===== src/rtl/seq_divider_pkg.sv =====
// Shared multi-cycle ALU definitions: sequencer state encoding and fixed result constants.
// Used by both the shift-subtract divider and the shift-add multiplier control.
// No logic; types and constants only.
package seq_divider_pkg;

   // Sequencer states decoded uniformly by the ALU for multiply and divide
   typedef enum logic [1:0] {
      IDLE = 2'd0,
      RUN  = 2'd1,
      FIX  = 2'd2,
      DONE = 2'd3
   } state_t;

   // Quotient returned on divide-by-zero (all ones); sliced to the operand width, up to 64 bits
   localparam logic [63:0] DIV_ZERO_QUOTIENT = '1;

endpackage


===== src/rtl/seq_divider_step.sv =====
// One combinational restoring-division step: shift in the next dividend bit, trial-subtract.
// Latency: 0 cycles (pure combinational).
// Backpressure: none; evaluated every cycle, consumed only while the divider runs.
module div_step #(
   parameter int WIDTH = 32
) (
   input  logic [WIDTH:0]   r,
   input  logic             q_msb,
   input  logic [WIDTH-1:0] divisor,
   output logic [WIDTH:0]   r_next,
   output logic             q_bit
);

   logic [WIDTH:0] shifted;
   logic           ge;

   // Restoring step; r's top bit is always clear in use, folding it into the compare keeps the step correct for any r
   always_comb begin
      shifted = {r[WIDTH-1:0], q_msb};
      ge      = r[WIDTH] | (shifted >= {1'b0, divisor});
      q_bit   = ge;
      r_next  = ge ? (shifted - {1'b0, divisor}) : shifted;
   end

endmodule


===== src/rtl/seq_divider.sv =====
// Iterative restoring divider for div/divu/rem/remu: one quotient bit per clock plus a sign-fix cycle.
// Latency: fin high after accept edge + WIDTH+1 edges (accept edge + 1 on divide-by-zero).
// Backpressure: start is ignored while busy; results are held until the next completed operation.
module seq_divider
   import seq_divider_pkg::*;
#(
   parameter int WIDTH = 32
) (
   input  logic             clk,
   input  logic             rst,
   input  logic             start,
   input  logic             is_signed,
   input  logic [WIDTH-1:0] dividend_in,
   input  logic [WIDTH-1:0] divisor_in,
   output logic [WIDTH-1:0] quotient,
   output logic [WIDTH-1:0] remainder,
   output logic             busy,
   output logic             fin,
   output logic             div_zero
);

   localparam int               CNT_W    = $clog2(WIDTH);
   localparam logic [CNT_W-1:0] CNT_LAST = CNT_W'(WIDTH - 1);

   state_t           state, state_nxt;
   logic [CNT_W-1:0] count;
   logic [WIDTH:0]   rem_r;
   logic [WIDTH-1:0] q_r;
   logic [WIDTH-1:0] dvs_r;
   logic [WIDTH-1:0] dvd_raw;
   logic             sign_q, sign_r;

   logic [WIDTH:0]   rem_nxt;
   logic             q_bit;
   logic             dvd_neg, dvs_neg;
   logic [WIDTH-1:0] dvd_mag, dvs_mag;

   // Operand magnitudes; MIN negates to 2^(WIDTH-1), which is still exact as an unsigned WIDTH-bit value
   always_comb begin
      dvd_neg = is_signed & dividend_in[WIDTH-1];
      dvs_neg = is_signed & divisor_in[WIDTH-1];
      dvd_mag = dvd_neg ? -dividend_in : dividend_in;
      dvs_mag = dvs_neg ? -divisor_in  : divisor_in;
   end

   div_step #(.WIDTH(WIDTH)) u_step (
      .r       (rem_r),
      .q_msb   (q_r[WIDTH-1]),
      .divisor (dvs_r),
      .r_next  (rem_nxt),
      .q_bit   (q_bit)
   );

   // Sequencer state register
   always_ff @(posedge clk or posedge rst) begin
      if (rst) state <= IDLE;
      else     state <= state_nxt;
   end

   // Next-state decode; a zero divisor skips the bit loop and goes straight to the result cycle
   always_comb begin
      state_nxt = state;
      case (state)
         IDLE:    if (start) state_nxt = (divisor_in == '0) ? FIX : RUN;
         RUN:     if (count == CNT_LAST) state_nxt = FIX;
         FIX:     state_nxt = DONE;
         DONE:    state_nxt = IDLE;
         default: state_nxt = IDLE;
      endcase
   end

   // Datapath and registered outputs, driven by the current state
   always_ff @(posedge clk or posedge rst) begin
      if (rst) begin
         count     <= '0;
         rem_r     <= '0;
         q_r       <= '0;
         dvs_r     <= '0;
         dvd_raw   <= '0;
         sign_q    <= 1'b0;
         sign_r    <= 1'b0;
         quotient  <= '0;
         remainder <= '0;
         busy      <= 1'b0;
         fin       <= 1'b0;
         div_zero  <= 1'b0;
      end else begin
         case (state)
            IDLE: begin
               if (start) begin
                  count    <= '0;
                  rem_r    <= '0;
                  q_r      <= dvd_mag;
                  dvs_r    <= dvs_mag;
                  dvd_raw  <= dividend_in;
                  sign_q   <= dvd_neg ^ dvs_neg;
                  sign_r   <= dvd_neg;
                  busy     <= 1'b1;
                  fin      <= 1'b0;
                  div_zero <= (divisor_in == '0);
               end
            end
            RUN: begin
               rem_r <= rem_nxt;
               q_r   <= {q_r[WIDTH-2:0], q_bit};
               count <= count + 1'b1;
            end
            FIX: begin
               fin <= 1'b1;
               if (div_zero) begin
                  quotient  <= DIV_ZERO_QUOTIENT[WIDTH-1:0];
                  remainder <= dvd_raw;
               end else begin
                  quotient  <= sign_q ? -q_r : q_r;
                  remainder <= sign_r ? -rem_r[WIDTH-1:0] : rem_r[WIDTH-1:0];
               end
            end
            DONE: begin
               fin  <= 1'b0;
               busy <= 1'b0;
            end
            default: ;
         endcase
      end
   end

endmodule


===== config.mk =====
export PLATFORM = sky130hd
export DESIGN_NAME = seq_divider
export DESIGN_NICKNAME = d
export VERILOG_FILES = /design/src/rtl/seq_divider_pkg.sv /design/src/rtl/seq_divider_step.sv /design/src/rtl/seq_divider.sv
export SDC_FILE = /design/constraint.sdc
export NUM_CORES = 1
export LEC_CHECK = 0
export CAP_MARGIN = 20
export CORE_MARGIN = 5
export CORE_UTILIZATION = 30
export CTS_CLUSTER_DIAMETER = 80
export DETAILED_ROUTE_END_ITERATION = 10
export PLACE_DENSITY = 0.52
export SYNTH_ARGS = -nofsm -noshare
export SYNTH_HDL_FRONTEND = slang
export SYNTH_SLANG_ARGS = --single-unit
export TNS_END_PERCENT = 20

===== constraint.sdc =====
create_clock -name clk -period 8.4 [get_ports clk]
set_clock_uncertainty 0.1 [all_clocks]
set_input_delay 1.68 -clock clk [delete_from_list [all_inputs] [get_ports clk]]
set_output_delay 1.68 -clock clk [all_outputs]
set_load 0.01 [all_outputs]

==> results.json, run 1 <==
{
  "cts_tree": "yes",
  "regToRegSetupSlack_ps": 4600,
  "cts.repair.resized": 0,
  "min_path_cells": 2,
  "via_count": 10100,
  "power.density_nw_per_um2": 418,
  "hold_buffers": 0,
  "setup_viol": 0,
  "wire_per_inst_um": 17.7,
  "initial_core_util_pct": 30.4,
  "synth_cell_types": 62,
  "dieHeight_um": 214,
  "ant_nets": 0,
  "syn_nets": 1467,
  "tns_ps": 0,
  "fmax_mhz": 228,
  "irDropWorstVdd_mv": 0.157,
  "end_kind": "flop",
  "ys_seq_area_share_pct": 41.2,
  "firstDrtPassIters": 5,
  "port_buffers": 134,
  "crit_fanout": 4,
  "num_io_pins": 135,
  "rows": 74,
  "rr_startpoint": "q_r[31]",
  "antennaDiodeCount": 0,
  "root_buffer": "clkbuf_16",
  "worstPathRequired_ps": 8700,
  "die_area_sq_um": 45700,
  "worst_setup_path_start_kind": "input pin",
  "h-tree-depth": 1,
  "worstPathCellList": "clkdlybuf4s50_1, or3_1, nor4_1, nand3b_1, nor2_1, nand3_1, o41ai_1, xor2_1, o21ai_0",
  "area_growth_syn_to_layout_pct": 22.7,
  "synth_edf_count": 0,
  "layout-drive-gt1-share_pct": 8.41,
  "cpMaxStageDelayCell": "nor4_1",
  "ys_seq_elements": 205,
  "path_clk_slew_ps": 60,
  "gp_congestion": 0.839,
  "n_fill_cell": 4175,
  "r2r_end": "rem_r[30]",
  "synth_top_cell_by_area": "dfrtp_1",
  "status": "completed",
  "synth_area_leaders": "dfrtp_1 41%, o21ai_0 5.5%, xor2_1 5.3%",
  "arrival_ps": 4680,
  "relSlewSlack_pct": 27.0,
  "place_hpwl_um": 26100,
  "hold_class": "flop to flop",
  "grt_pass1_vias": 9906,
  "grt_overflow_total": 0,
  "syn_area_per_cell_sq_um": 9.19,
  "ys_async_sr_fraction_pct": 100,
  "wl_um": 35400,
  "core_sq_um": 40900,
  "drt_first_iter_violations": 474,
  "yosysWarnings": 0,
  "antenna_found_initial": 0,
  "period_share_pct": 52.1,
  "cp_slowest_stage_delay_ps": 650,
  "grt_usage_pct": 15.2,
  "min_to": "dvd_raw[31]",
  "viasPerCell": 5.06,
  "drc": 0,
  "fin_crit_ps": 4380,
  "grt_max_degree": 136,
  "clock_sinks": 205,
  "cts_buffers": 26,
  "hold_start": "dvd_raw[31]",
  "grt_pass1_wl_um": 56500,
  "nNetsFinal": 1567,
  "die_w_um": 214,
  "cts_buffer_depth": 3,
  "power_mw": 6.39,
  "crit_type": "input pin to flop",
  "drv_slew": 0,
  "synth_top_area_share_pct": 41.2,
  "maxCapViolations": 0,
  "ys_dominant_reg_cell": "dfrtp_1",
  "leakage_nw": 6.23,
  "final_hold_viol_count": 0,
  "worstMarginPinSlew_ps": 1090,
  "crit_start": "divisor_in[2]",
  "synth_cells": 1355,
  "syn-cell-area_sq_um": 12500,
  "rsz0062_at_grt": "no",
  "postCtsSetupBuffers": 0,
  "clk_latency_ps": 530,
  "ff2ff_path_depth": 13
}
==> logic make-up after synthesis <==
family / after synthesis / synth area share (%)
AOI/OAI and AO/OA: 442 / 22.4
xor gates and xnor gates: 147 / 10.3
adders and majority gates: 44 / 4.48
buffers and inverters: 132 / 4.30
DFF: 205 / 41.2
muxes: 60 / 5.35
and+or+nand+nor: 325 / 12.0
==> worst max-delay path: cells and delay by family <==
family	cells	cell delay (ps)
xor gates and xnor gates	1	170
AOI/OAI and AO/OA	2	410
buffers and inverters	1	470
and+or+nand+nor	5	1940
==> metrics by stage <==
stage	setup slack (ps)	utilization (%)	hold WS (ps)	cell area [sq um]	cells
detailed placement	3410	34.8	372	14200	1957
finish	4020	37.3	378	15300	2007
global route	3780	37.3	412	15300	2007
floorplan	1020	-	345	12500	1355
CTS	3980	37.3	386	15200	2005
global placement	3520	34.8	365	14200	1957
==> state kept, by name, indices dropped and copies added, names as in the netlist <==
name,count
dvd_raw,32
div_zero,1
dvs_r,32
fin,1
count,5
sign_r,1
sign_q,1
state,2
quotient,32
remainder,32
q_r,32
rem_r,33
busy,1
==> per-layer routing <==
metal	routed length [um]	share of wire [%]	track usage, %
met1	16900	48	22.0
met2	16400	46	24.3
met3	1450	4.1	2.34
met4	642	1.8	3.14
met5	0	0	0
==> layout make-up <==
type	count	area [sq um]	area share, %
clock inverters	11	208	1.36
clock buffers	37	793	5.19
inverters	61	236	1.55
flip-flops and latches	205	5130	33.6
multi-input cells	1018	6820	44.6
repair buffers	143	1430	9.35
well taps	532	666	4.35
==> worst max-delay path by stage <==
stage,slack [ps],cells past startpoint,end
4_1_cts,3980,9,dvs_r[29]
3_3_place_gp,3520,9,state[0]
6_report,4020,9,dvs_r[29]
3_5_place_dp,3410,9,dvs_r[29]
5_1_grt,3780,9,dvs_r[29]
2_1_floorplan,1020,1,busy
==> placed cells by master, fill, tap and decap left out, types with 7 or more instances in the layout <==
| cell | synthesis | final |
|---|---|---|
| nand2b_1 | 13 | 13 |
| o22a_1 | 29 | 29 |
| mux2i_1 | 7 | 7 |
| o41ai_1 | 13 | 13 |
| or4_1 | 11 | 11 |
| nor3_1 | 20 | 20 |
| a211oi_1 | 7 | 7 |
| a21o_1 | 12 | 12 |
| o22ai_1 | 16 | 16 |
| inv_1 | 61 | 60 |
| nor2_1 | 68 | 67 |
| a22oi_1 | 20 | 20 |
| o21ai_0 | 137 | 136 |
| or3_1 | 14 | 14 |
| a21oi_1 | 82 | 82 |
| a32oi_1 | 16 | 16 |
| nor4_1 | 8 | 8 |
| clkbuf_16 | 0 | 27 |
| ha_1 | 43 | 42 |
| xor2_1 | 76 | 76 |
| dfrtp_1 | 205 | 204 |
| o31ai_1 | 33 | 33 |
| clkdlybuf4s50_1 | 0 | 134 |
| xnor2_1 | 71 | 71 |
| buf_4 | 0 | 8 |
| mux2_2 | 53 | 53 |
| nor2b_1 | 7 | 7 |
| nand3_1 | 12 | 12 |
| o21ai_1 | 33 | 33 |
| clkbuf_8 | 0 | 8 |
| nand2_1 | 145 | 144 |
==> cells in the mapped netlist, types with 8 or more instances <==
master,n
nor4_1,8
nand3_1,12
o22ai_1,16
o21ai_1,33
nand2b_1,13
o31ai_1,33
xnor2_1,71
nor3_1,20
o41ai_1,13
a22oi_1,20
nand2_1,145
a21o_1,12
a32oi_1,16
mux2_2,53
inv_1,61
nor2_1,68
xor2_1,76
a21oi_1,82
or4_1,11
dfrtp_1,205
o21ai_0,137
or3_1,14
clkbuf_1,59
o22a_1,29
ha_1,43
==> where the power goes <==
group,internal (mW),switching (mW),leakage [nW]
combinational,1.48,1.74,3.22
sequential,1.43,0.449,2.52
clock,0.837,0.447,0.493
total,3.75,2.64,6.23
Note: power is estimated with default switching activity, not from simulation.
==> inputs of run 2 (changes only) <==
==> constraint.sdc (replaced) <==
create_clock -name clk -period 4.42 [get_ports clk]
set_clock_uncertainty 0.1 [all_clocks]
set_input_delay 0.884 -clock clk [delete_from_list [all_inputs] [get_ports clk]]
set_output_delay 0.884 -clock clk [all_outputs]
set_load 0.01 [all_outputs]
==> results.json, run 2 (synthesis results as in run 1) <==
{
  "status": "completed",
  "crit_fanout": 5,
  "cp-endpoint": "rem_r[30]",
  "final_hold_viol_count": 0,
  "dieHeight_um": 214,
  "rr_startpoint": "q_r[31]",
  "largest-register": "rem_r",
  "hold_ws_ps": 377,
  "crit_type": "flop to flop",
  "layout_setup_ws_ps": 725,
  "drv_slew": 0,
  "wire_per_inst_um": 17.6,
  "root_buffer": "clkbuf_16",
  "num_io_pins": 135,
  "cts_buffers": 25,
  "drt_first_iter_violations": 517,
  "netSwitchingFraction_pct": 41.4,
  "clock_sinks": 205,
  "seqPwrFrac_pct": 29.2,
  "largest_reg_flops": 33,
  "tns_ps": 0,
  "grt_max_degree": 90,
  "m1WireLength_um": 16800,
  "area_growth_syn_to_layout_pct": 23.2,
  "ant_nets": 0,
  "nNetsFinal": 1575,
  "grt_pass1_vias": 10200,
  "period_share_pct": 83.6,
  "internal_power_mw": 7.15,
  "postCtsSetupBuffers": 0,
  "rsz0062_at_grt": "no",
  "ff2ff_path_depth": 13,
  "fmax_mhz": 271,
  "port_buffers": 134,
  "antennaDiodeCount": 0,
  "p_switching_mw": 5.05,
  "rows": 74,
  "final_cell_mix": "204 x dfrtp_1, 144 x nand2_1, 137 x o21ai_0, 134 x clkdlybuf4s50_1, 82 x a21oi_1",
  "power.density_nw_per_um2": 795,
  "power_mw": 12.2,
  "antenna_found_initial": 0,
  "h-tree-depth": 1,
  "regToRegSetupSlack_ps": 720,
  "fin_crit_ps": 3700,
  "clk_latency_ps": 560,
  "drc": 0,
  "grt_overflow_total": 0,
  "cts_buffer_depth": 3,
  "r2r_end": "rem_r[30]",
  "wl_um": 35500,
  "relSlewSlack_pct": 34.3,
  "wl_met2_um": 16500,
  "hold_class": "flop to flop",
  "worstMarginPinSlew_ps": 984,
  "combPwrFrac_pct": 50.8,
  "grt_pass1_wl_um": 57000,
  "end_kind": "flop",
  "route.met3.wl_um": 1360,
  "post-route-util_pct": 37.5,
  "gp_congestion": 0.832,
  "arrival_ps": 4020,
  "worstPathRequired_ps": 4740,
  "layout_commonest_cell": "dfrtp_1",
  "via_count": 10200,
  "crit_start": "q_r[31]",
  "top_layer_used": "met4",
  "place_hpwl_um": 26900,
  "leakage_nw": 6.26,
  "layout-drive-gt1-share_pct": 8.84,
  "firstDrtPassIters": 5,
  "hold_buffers": 0,
  "cts.repair.resized": 0,
  "die_area_sq_um": 45700,
  "cts_tree": "yes",
  "irDropWorstVdd_mv": 0.249,
  "path_clk_slew_ps": 60,
  "pre_cts_ws_ps": 633,
  "maxCapViolations": 0,
  "setup_viol": 0,
  "initial_core_util_pct": 30.4,
  "die_w_um": 214,
  "grt_usage_pct": 15.4,
  "worst_setup_path_start_kind": "flop",
  "core_sq_um": 40900,
  "p_clk_share_pct": 20.0,
  "viasPerCell": 5.07
}
==> run 2: cell type report <==
cell class	count	area, sq um
clock buffers	31	688
flip-flops and latches	205	5130
clock inverters	15	294
fillers	4136	25600
inverters	61	233
repair buffers	152	1510
well taps	532	666
multi-input cells	1018	6820
==> run 2: worst max-delay path: stages, from the launching register on <==
cell      delay (ps)
dfrtp_1          470
inv_1            200
ha_1             200
inv_1             50
fa_1             420
a211oi_1         250
o21ai_0          140
a21oi_1          330
o21ai_0          340
a31oi_1          390
o31a_1           250
o21ai_0          140
xnor2_1          200
o21ai_1           80
==> run 2: how the worst min path moves through the flow <==
stage                       end  depth (start not counted)   startpoint
global placement    dvd_raw[31]                          2  dvd_raw[31]
CTS                   dvs_r[20]                          2    dvs_r[20]
global route          dvs_r[30]                          2    dvs_r[30]
finish                dvs_r[20]                          2    dvs_r[20]
floorplan           dvd_raw[31]                          2  dvd_raw[31]
detailed placement  dvd_raw[31]                          2  dvd_raw[31]
==> run 2: metrics by stage <==
step / cells / area (sq um)
final: 2014 / 15300
after CTS: 2014 / 15300
after global placement: 1968 / 14400
after global routing: 2014 / 15300
after floorplan: 1355 / 12500
after detailed placement: 1968 / 14400
==> run 2: per-layer routing <==
metal | global-route usage, % | up-vias
li1 | - | 5103
met1 | 21.7 | 4853
met2 | 25.3 | 204
met3 | 2.12 | 48
met4 | 3.51 | 0
met5 | 0 | -
==> run 2: power groups by stage <==
stage / logic [mW] / clock network [mW] / registers [mW]
floorplan: 4.44 / 0 / 3.40
CTS: 6.28 / 2.50 / 3.57
detailed placement: 6.25 / 0 / 3.60
global route: 6.95 / 2.56 / 3.70
global placement: 6.20 / 0 / 3.57
finish: 6.20 / 2.44 / 3.57
